==> src/rtl/xcvr_reconfig_pkg.sv <==
// Shared op codes, status codes and FSM state encodings
// for the transceiver reconfiguration Avalon-MM master.
package xcvr_reconfig_pkg;

    localparam int ADDR_W_DEF = 15;
    localparam int DATA_W_DEF = 32;

    localparam logic [1:0] OP_WRITE = 2'd0;
    localparam logic [1:0] OP_READ  = 2'd1;
    localparam logic [1:0] OP_RMW   = 2'd2;
    localparam logic [1:0] OP_POLL  = 2'd3;

    localparam logic [1:0] ST_OK        = 2'd0;
    localparam logic [1:0] ST_TIMEOUT   = 2'd1;
    localparam logic [1:0] ST_POLL_FAIL = 2'd2;

    typedef logic [2:0] state_t;

    localparam state_t S_IDLE   = 3'd0;
    localparam state_t S_RD_REQ = 3'd1;
    localparam state_t S_RD_WAIT = 3'd2;
    localparam state_t S_WR_REQ = 3'd3;
    localparam state_t S_RSP    = 3'd4;

endpackage

==> src/rtl/xcvr_reconfig_master_if.sv <==
// Command/response stream plus Avalon-MM master bus bundle.
// master = the reconfig engine, slave = host decoder + bridge side.
interface xcvr_reconfig_master_if
    import xcvr_reconfig_pkg::*;
#(
    parameter int ADDR_W = ADDR_W_DEF,
    parameter int DATA_W = DATA_W_DEF
);
    logic              cmd_valid;
    logic              cmd_ready;
    logic [1:0]        cmd_op;
    logic [ADDR_W-1:0] cmd_addr;
    logic [DATA_W-1:0] cmd_data;
    logic [DATA_W-1:0] cmd_mask;

    logic              rsp_valid;
    logic              rsp_ready;
    logic [DATA_W-1:0] rsp_data;
    logic [1:0]        rsp_status;

    logic [ADDR_W-1:0] avm_address;
    logic              avm_read;
    logic              avm_write;
    logic [DATA_W-1:0] avm_writedata;
    logic [3:0]        avm_byteenable;
    logic              avm_burstcount;
    logic              avm_debugaccess;
    logic              avm_waitrequest;
    logic [DATA_W-1:0] avm_readdata;
    logic              avm_readdatavalid;

    modport master (
        input  cmd_valid, cmd_op, cmd_addr, cmd_data, cmd_mask,
        input  rsp_ready,
        input  avm_waitrequest, avm_readdata, avm_readdatavalid,
        output cmd_ready,
        output rsp_valid, rsp_data, rsp_status,
        output avm_address, avm_read, avm_write, avm_writedata,
        output avm_byteenable, avm_burstcount, avm_debugaccess
    );

    modport slave (
        output cmd_valid, cmd_op, cmd_addr, cmd_data, cmd_mask,
        output rsp_ready,
        output avm_waitrequest, avm_readdata, avm_readdatavalid,
        input  cmd_ready,
        input  rsp_valid, rsp_data, rsp_status,
        input  avm_address, avm_read, avm_write, avm_writedata,
        input  avm_byteenable, avm_burstcount, avm_debugaccess
    );

endinterface

==> src/rtl/xcvr_reconfig_master.sv <==
// Avalon-MM master running write/read/RMW/poll ops on the
// transceiver reconfig bridge, with per-access timeout.
module xcvr_reconfig_master
    import xcvr_reconfig_pkg::*;
#(
    parameter int ADDR_W         = ADDR_W_DEF,
    parameter int DATA_W         = DATA_W_DEF,
    parameter int TIMEOUT_CYCLES = 65535,
    parameter int POLL_MAX       = 1023
) (
    input logic                    clk_100_clk,
    input logic                    reset_100_reset_n,
    xcvr_reconfig_master_if.master bus
);

    localparam int TMO_W  = $clog2(TIMEOUT_CYCLES + 1);
    localparam int POLL_W = $clog2(POLL_MAX + 1);
    localparam logic [TMO_W-1:0]  TMO_LAST  = TMO_W'(TIMEOUT_CYCLES - 1);
    localparam logic [POLL_W-1:0] POLL_LAST = POLL_W'(POLL_MAX - 1);

    state_t            r_state;
    logic [1:0]        r_op;
    logic [ADDR_W-1:0] r_addr;
    logic [DATA_W-1:0] r_data;
    logic [DATA_W-1:0] r_mask;
    logic [DATA_W-1:0] r_wdata;
    logic [DATA_W-1:0] r_rsp_data;
    logic [1:0]        r_rsp_status;
    logic [TMO_W-1:0]  r_tmo;
    logic [POLL_W-1:0] r_poll;

    logic              w_tmo_hit;
    logic              w_match;
    logic [DATA_W-1:0] w_rmw;

    assign w_tmo_hit = (r_tmo == TMO_LAST);
    assign w_match   = ((bus.avm_readdata ^ r_data) & r_mask) == '0;
    assign w_rmw     = (bus.avm_readdata & ~r_mask) | (r_data & r_mask);

    assign bus.cmd_ready       = reset_100_reset_n && (r_state == S_IDLE);
    assign bus.rsp_valid       = (r_state == S_RSP);
    assign bus.rsp_data        = r_rsp_data;
    assign bus.rsp_status      = r_rsp_status;
    assign bus.avm_read        = (r_state == S_RD_REQ);
    assign bus.avm_write       = (r_state == S_WR_REQ);
    assign bus.avm_address     = r_addr;
    assign bus.avm_writedata   = r_wdata;
    assign bus.avm_byteenable  = 4'hF;
    assign bus.avm_burstcount  = 1'b1;
    assign bus.avm_debugaccess = 1'b0;

    always_ff @(posedge clk_100_clk) begin
        if (!reset_100_reset_n) begin
            r_state      <= S_IDLE;
            r_op         <= OP_WRITE;
            r_addr       <= '0;
            r_data       <= '0;
            r_mask       <= '0;
            r_wdata      <= '0;
            r_rsp_data   <= '0;
            r_rsp_status <= ST_OK;
            r_tmo        <= '0;
            r_poll       <= '0;
        end else begin
            unique case (r_state)
                S_IDLE: begin
                    if (bus.cmd_valid) begin
                        r_op    <= bus.cmd_op;
                        r_addr  <= bus.cmd_addr;
                        r_data  <= bus.cmd_data;
                        r_mask  <= bus.cmd_mask;
                        r_wdata <= bus.cmd_data;
                        r_poll  <= '0;
                        r_tmo   <= '0;
                        r_state <= (bus.cmd_op == OP_WRITE) ? S_WR_REQ : S_RD_REQ;
                    end
                end
                S_RD_REQ: begin
                    r_tmo <= r_tmo + TMO_W'(1);
                    if (!bus.avm_waitrequest) begin
                        r_state <= S_RD_WAIT;
                    end else if (w_tmo_hit) begin
                        r_rsp_data   <= '0;
                        r_rsp_status <= ST_TIMEOUT;
                        r_state      <= S_RSP;
                    end
                end
                S_RD_WAIT: begin
                    r_tmo <= r_tmo + TMO_W'(1);
                    if (bus.avm_readdatavalid) begin
                        case (r_op)
                            OP_RMW: begin
                                r_wdata <= w_rmw;
                                r_tmo   <= '0;
                                r_state <= S_WR_REQ;
                            end
                            OP_POLL: begin
                                r_rsp_data <= bus.avm_readdata;
                                if (w_match) begin
                                    r_rsp_status <= ST_OK;
                                    r_state      <= S_RSP;
                                end else if (r_poll == POLL_LAST) begin
                                    r_rsp_status <= ST_POLL_FAIL;
                                    r_state      <= S_RSP;
                                end else begin
                                    r_poll  <= r_poll + POLL_W'(1);
                                    r_tmo   <= '0;
                                    r_state <= S_RD_REQ;
                                end
                            end
                            default: begin
                                r_rsp_data   <= bus.avm_readdata;
                                r_rsp_status <= ST_OK;
                                r_state      <= S_RSP;
                            end
                        endcase
                    end else if (w_tmo_hit) begin
                        r_rsp_data   <= '0;
                        r_rsp_status <= ST_TIMEOUT;
                        r_state      <= S_RSP;
                    end
                end
                S_WR_REQ: begin
                    r_tmo <= r_tmo + TMO_W'(1);
                    if (!bus.avm_waitrequest) begin
                        r_rsp_data   <= r_wdata;
                        r_rsp_status <= ST_OK;
                        r_state      <= S_RSP;
                    end else if (w_tmo_hit) begin
                        r_rsp_data   <= '0;
                        r_rsp_status <= ST_TIMEOUT;
                        r_state      <= S_RSP;
                    end
                end
                S_RSP: begin
                    if (bus.rsp_ready) r_state <= S_IDLE;
                end
                default: r_state <= S_IDLE;
            endcase
        end
    end

endmodule
==> src/flat_wrapper.sv <==
// flat-port wrapper written by rule: the top's interface ports become plain ports
module xcvr_reconfig_master_flat import xcvr_reconfig_pkg::*;
#(
    parameter int ADDR_W         = ADDR_W_DEF,
    parameter int DATA_W         = DATA_W_DEF,
    parameter int TIMEOUT_CYCLES = 65535,
    parameter int POLL_MAX       = 1023
)
  (clk_100_clk, reset_100_reset_n, bus_cmd_valid, bus_cmd_op, bus_cmd_addr, bus_cmd_data, bus_cmd_mask, bus_rsp_ready, bus_avm_waitrequest, bus_avm_readdata, bus_avm_readdatavalid, bus_cmd_ready, bus_rsp_valid, bus_rsp_data, bus_rsp_status, bus_avm_address, bus_avm_read, bus_avm_write, bus_avm_writedata, bus_avm_byteenable, bus_avm_burstcount, bus_avm_debugaccess);
  xcvr_reconfig_master_if #(.ADDR_W(ADDR_W), .DATA_W(DATA_W)) bus_i ();
  input logic clk_100_clk;
  input logic reset_100_reset_n;
  input wire logic [$bits(bus_i.cmd_valid)-1:0] bus_cmd_valid;
  input wire logic [$bits(bus_i.cmd_op)-1:0] bus_cmd_op;
  input wire logic [$bits(bus_i.cmd_addr)-1:0] bus_cmd_addr;
  input wire logic [$bits(bus_i.cmd_data)-1:0] bus_cmd_data;
  input wire logic [$bits(bus_i.cmd_mask)-1:0] bus_cmd_mask;
  input wire logic [$bits(bus_i.rsp_ready)-1:0] bus_rsp_ready;
  input wire logic [$bits(bus_i.avm_waitrequest)-1:0] bus_avm_waitrequest;
  input wire logic [$bits(bus_i.avm_readdata)-1:0] bus_avm_readdata;
  input wire logic [$bits(bus_i.avm_readdatavalid)-1:0] bus_avm_readdatavalid;
  output wire logic [$bits(bus_i.cmd_ready)-1:0] bus_cmd_ready;
  output wire logic [$bits(bus_i.rsp_valid)-1:0] bus_rsp_valid;
  output wire logic [$bits(bus_i.rsp_data)-1:0] bus_rsp_data;
  output wire logic [$bits(bus_i.rsp_status)-1:0] bus_rsp_status;
  output wire logic [$bits(bus_i.avm_address)-1:0] bus_avm_address;
  output wire logic [$bits(bus_i.avm_read)-1:0] bus_avm_read;
  output wire logic [$bits(bus_i.avm_write)-1:0] bus_avm_write;
  output wire logic [$bits(bus_i.avm_writedata)-1:0] bus_avm_writedata;
  output wire logic [$bits(bus_i.avm_byteenable)-1:0] bus_avm_byteenable;
  output wire logic [$bits(bus_i.avm_burstcount)-1:0] bus_avm_burstcount;
  output wire logic [$bits(bus_i.avm_debugaccess)-1:0] bus_avm_debugaccess;
  assign bus_i.cmd_valid = bus_cmd_valid;
  assign bus_i.cmd_op = bus_cmd_op;
  assign bus_i.cmd_addr = bus_cmd_addr;
  assign bus_i.cmd_data = bus_cmd_data;
  assign bus_i.cmd_mask = bus_cmd_mask;
  assign bus_i.rsp_ready = bus_rsp_ready;
  assign bus_i.avm_waitrequest = bus_avm_waitrequest;
  assign bus_i.avm_readdata = bus_avm_readdata;
  assign bus_i.avm_readdatavalid = bus_avm_readdatavalid;
  assign bus_cmd_ready = bus_i.cmd_ready;
  assign bus_rsp_valid = bus_i.rsp_valid;
  assign bus_rsp_data = bus_i.rsp_data;
  assign bus_rsp_status = bus_i.rsp_status;
  assign bus_avm_address = bus_i.avm_address;
  assign bus_avm_read = bus_i.avm_read;
  assign bus_avm_write = bus_i.avm_write;
  assign bus_avm_writedata = bus_i.avm_writedata;
  assign bus_avm_byteenable = bus_i.avm_byteenable;
  assign bus_avm_burstcount = bus_i.avm_burstcount;
  assign bus_avm_debugaccess = bus_i.avm_debugaccess;
  xcvr_reconfig_master #(.ADDR_W(ADDR_W), .DATA_W(DATA_W), .TIMEOUT_CYCLES(TIMEOUT_CYCLES), .POLL_MAX(POLL_MAX)) u_core (.clk_100_clk(clk_100_clk), .reset_100_reset_n(reset_100_reset_n), .bus(bus_i));
endmodule
==> config.mk <==
export PLATFORM = sky130hd
export DESIGN_NAME = xcvr_reconfig_master_flat
export DESIGN_NICKNAME = d
export VERILOG_FILES = /design/src/rtl/xcvr_reconfig_pkg.sv /design/src/rtl/xcvr_reconfig_master_if.sv /design/src/rtl/xcvr_reconfig_master.sv /design/src/flat_wrapper.sv
export SDC_FILE = /design/constraint.sdc
export NUM_CORES = 1
export LEC_CHECK = 0
export CAP_MARGIN = 20
export CORE_MARGIN = 2
export CORE_UTILIZATION = 33
export DETAILED_ROUTE_END_ITERATION = 10
export DONT_BUFFER_PORTS = 1
export PLACE_DENSITY = 0.46
export SLEW_MARGIN = 10
export SYNTH_ARGS = -nofsm -noshare
export SYNTH_HDL_FRONTEND = slang
export SYNTH_SLANG_ARGS = --single-unit
export TNS_END_PERCENT = 10
==> constraint.sdc <==
create_clock -name clk_100_clk -period 2.9 [get_ports clk_100_clk]
set_clock_uncertainty 0.15 [all_clocks]
set_input_delay 0.29 -clock clk_100_clk [delete_from_list [all_inputs] [get_ports clk_100_clk]]
set_output_delay 0.29 -clock clk_100_clk [all_outputs]
set_load 0.02 [all_outputs]
==> results_dict.tcl <==
set metrics [dict create \
    status "finished clean" \
    p_per_area_mw_per_mm2 626 \
    gp_congestion 0.781 \
    power_w 0.00636 \
    critPathLaunch "u_core.r_data[2]" \
    post-route-util_pct 40.6 \
    num_io_pins 210 \
    area.growth.synth_to_final_pct 22.0 \
    p_sw_share_pct 32.8 \
    worstSkewPairLatency_ns 0.44 \
    post_cts_buffers 0 \
    die_h_um 163 \
    drt-initial-drc-count 509 \
    cp.arrival_ns 2.65 \
    numCtsBuffers 17 \
    synth_seq_area_share_pct 42.4 \
    grt_max_degree 156 \
    period_share_pct 86.4 \
    grt-ovfl-total 0 \
    avgSynthCellArea_um2 8.18 \
    grt_pass1_wl_um 41600 \
    yosysWarnings 0 \
    finalWorstSetupSlack_ns 0.396 \
    dieArea_mm2 0.0265 \
    wl_um 27100 \
    synth_flop_cell "dfxtp_1" \
    mostFrequentLayoutCells "187 x nand2_1, 176 x dfxtp_1, 96 x nor2_1, 86 x dlygate4sd3_1, 81 x a21boi_0" \
    dp_hpwl_um 17200 \
    max_cap_viol_count 0 \
    final_nets 1191 \
    min_from "bus_avm_readdata[20]" \
    cts_hold_buffers 87 \
    layout.cells.non_filler 1414 \
    crit_slowest_cell "o41ai_2" \
    hold_class "in2reg" \
    pre_cts_ws_ns 0.387 \
    drtAntennaViolNets 0 \
    cts_htree_levels 4 \
    slew_headroom_pct 49.0 \
    gr-usage-all-layers_pct 20.4 \
    dr.pass1.iters 5 \
    clock-root-buffer "clkbuf_16" \
    power.switching_w 0.00208 \
    period_needed_ns 2.50 \
    core_mm2 0.0250 \
    worstMarginPinSlew_ns 0.763 \
    clk_pin_slew_ns 0.08 \
    start_kind "flop" \
    max_stage_delay_ns 0.47 \
    fin_setup_tns_ns 0 \
    ys_ff_latch 176 \
    rr_startpoint "u_core.r_data[2]" \
    timing.fmax_mhz 399 \
    drive_above_1_share_pct 5.55 \
    final-setup-viol-count 0 \
    first_global_vias 6948 \
    antenna_found_initial 4 \
    crit_chain "xor2_1 > a22oi_1 > nand4_1 > nor4_4 > buf_4 > o41ai_2 > a21bo_1 > nor2_1" \
    clockPowerShare_pct 37.1 \
    via_count 7174 \
    worstSetupPathType "reg2reg" \
    drv_slew 0 \
    ir_drop_v 0.000300 \
    crit_fanout 13 \
    drc_errors 0 \
    cts_buffer_depth 2 \
    synthArstFlopShare_pct 0 \
    syn_inst 1016 \
    synth.distinct_cells 51 \
    dp.cells 1292 \
    initial_core_util_pct 33.3 \
    hold_viol_final 0 \
    synth-edff-count 0 \
    wire_per_inst_um 19.2 \
    crit_required_ns 3.05 \
    clock-sinks 176 \
    netlist.area_leader.share_pct 42.4 \
    cts_resized 0 \
    rsz0062_at_grt "false" \
    vias_per_cell 5.07 \
    tritoncts "done" \
    port_buffers 0 \
    leakagePower_nw 3.53 \
    final_common_cell "nand2_1" \
    p_int_w 0.00427 \
    synth_area_mm2 0.00831 \
    pwr-share-comb_pct 17.5 \
    end_kind "flop" \
    seq_power_share_pct 45.4 \
    yosys-top-cells-area "dfxtp_1 42%, nand2_1 8.5%, a21boi_0 7.3%, nor2b_1 5.0%, xor2_1 4.5%" \
    rows 58 \
    die_w_um 163 \
    synth_top_area_cell "dfxtp_1" \
]
==> worst paths after layout <==
check | slack (ns) | endpoint | depth (start not counted)
max | 0.40 | u_core.r_tmo[4] | 8
min | 0.01 | u_core.bus.rsp_data[20] | 4
max reg2reg | 0.40 | u_core.r_tmo[4] | 8
min reg2reg | 0.34 | u_core.r_data[7] | 2
==> Yosys cell counts (all sizes together), types with 3 or more instances <==
| cell | n |
|---|---|
| a22oi | 49 |
| mux2i | 32 |
| inv | 7 |
| nand3 | 10 |
| o22ai | 3 |
| dfxtp | 176 |
| buf | 11 |
| or3 | 4 |
| o21ai | 14 |
| nor2 | 97 |
| xor2 | 43 |
| nor3 | 9 |
| a211oi | 32 |
| and2 | 9 |
| xnor2 | 6 |
| clkbuf | 61 |
| or2 | 3 |
| ha | 4 |
| nor2b | 67 |
| a21boi | 81 |
| nand2 | 188 |
| nand4 | 10 |
| a21oi | 71 |
==> worst max-delay path: cells and delay by family (launching register included) <==
family	cells	cell delay, ns
AO/OA/AOI/OAI	3	1.07
XOR/XNOR	1	0.27
buffers and inverters	1	0.18
flip-flops	1	0.36
AND/OR/NAND/NOR	3	0.34
==> metal layers <==
| layer | global-route usage, % | up-vias | wire length [um] |
|---|---|---|---|
| met1 | 28.8 | 3403 | 13000 |
| met2 | 30.9 | 177 | 12200 |
| li1 | - | 3582 | - |
| met4 | 4.38 | 0 | 202 |
| met5 | 0 | - | 0 |
| met3 | 5.78 | 12 | 1720 |
==> sequential cells by signal (all words and copies together), names as in the netlist <==
| register | flops |
|---|---|
| u_core.bus.avm_writedata | 32 |
| u_core.bus.rsp_data | 32 |
| u_core.r_data | 32 |
| u_core.r_mask | 32 |
| u_core.r_tmo | 16 |
| u_core.bus.avm_address | 15 |
| u_core.r_poll | 10 |
| u_core.r_state | 3 |
| u_core.bus.rsp_status | 2 |
| u_core.r_op | 2 |
==> final cells by class <==
class | instances | area [um2]
diodes | 3 | 7.51
clock buffers | 17 | 425
multi-input cells | 765 | 4520
well taps | 330 | 413
flip-flops and latches | 176 | 3520
fillers | 2590 | 14800
inverters | 7 | 26.3
clock inverters | 15 | 164
repair buffers | 101 | 1070
==> power groups by stage <==
stage / Combinational, W / Sequential, W / Clock (W)
floorplan: 0.000743 / 0.00287 / 0
finish: 0.00111 / 0.00289 / 0.00236
detailed placement: 0.000978 / 0.00294 / 0
global route: 0.00124 / 0.00291 / 0.00253
global placement: 0.000976 / 0.00294 / 0
CTS: 0.00113 / 0.00289 / 0.00243
==> metrics by stage <==
step / area, um2 / hold WS [ns]
floorplan: 8330 / 0.285
global placement: 8660 / 0.276
detailed placement: 8660 / 0.279
CTS: 10100 / 0.00132
global route: 10100 / 0.0237
finish: 10100 / 0.0127
==> logic make-up after synthesis <==
logic type | after synthesis | synth area share (%)
and+or+nand+nor | 410 | 22.5
DFF | 176 | 42.4
other | 2 | 0.0903
xor gates and xnor gates | 49 | 5.16
buffers and inverters | 79 | 3.97
adders and majority gates | 4 | 0.602
AOI/OAI and AO/OA | 264 | 21.5
muxes | 32 | 3.85
Power figures use the tool's default switching activity.
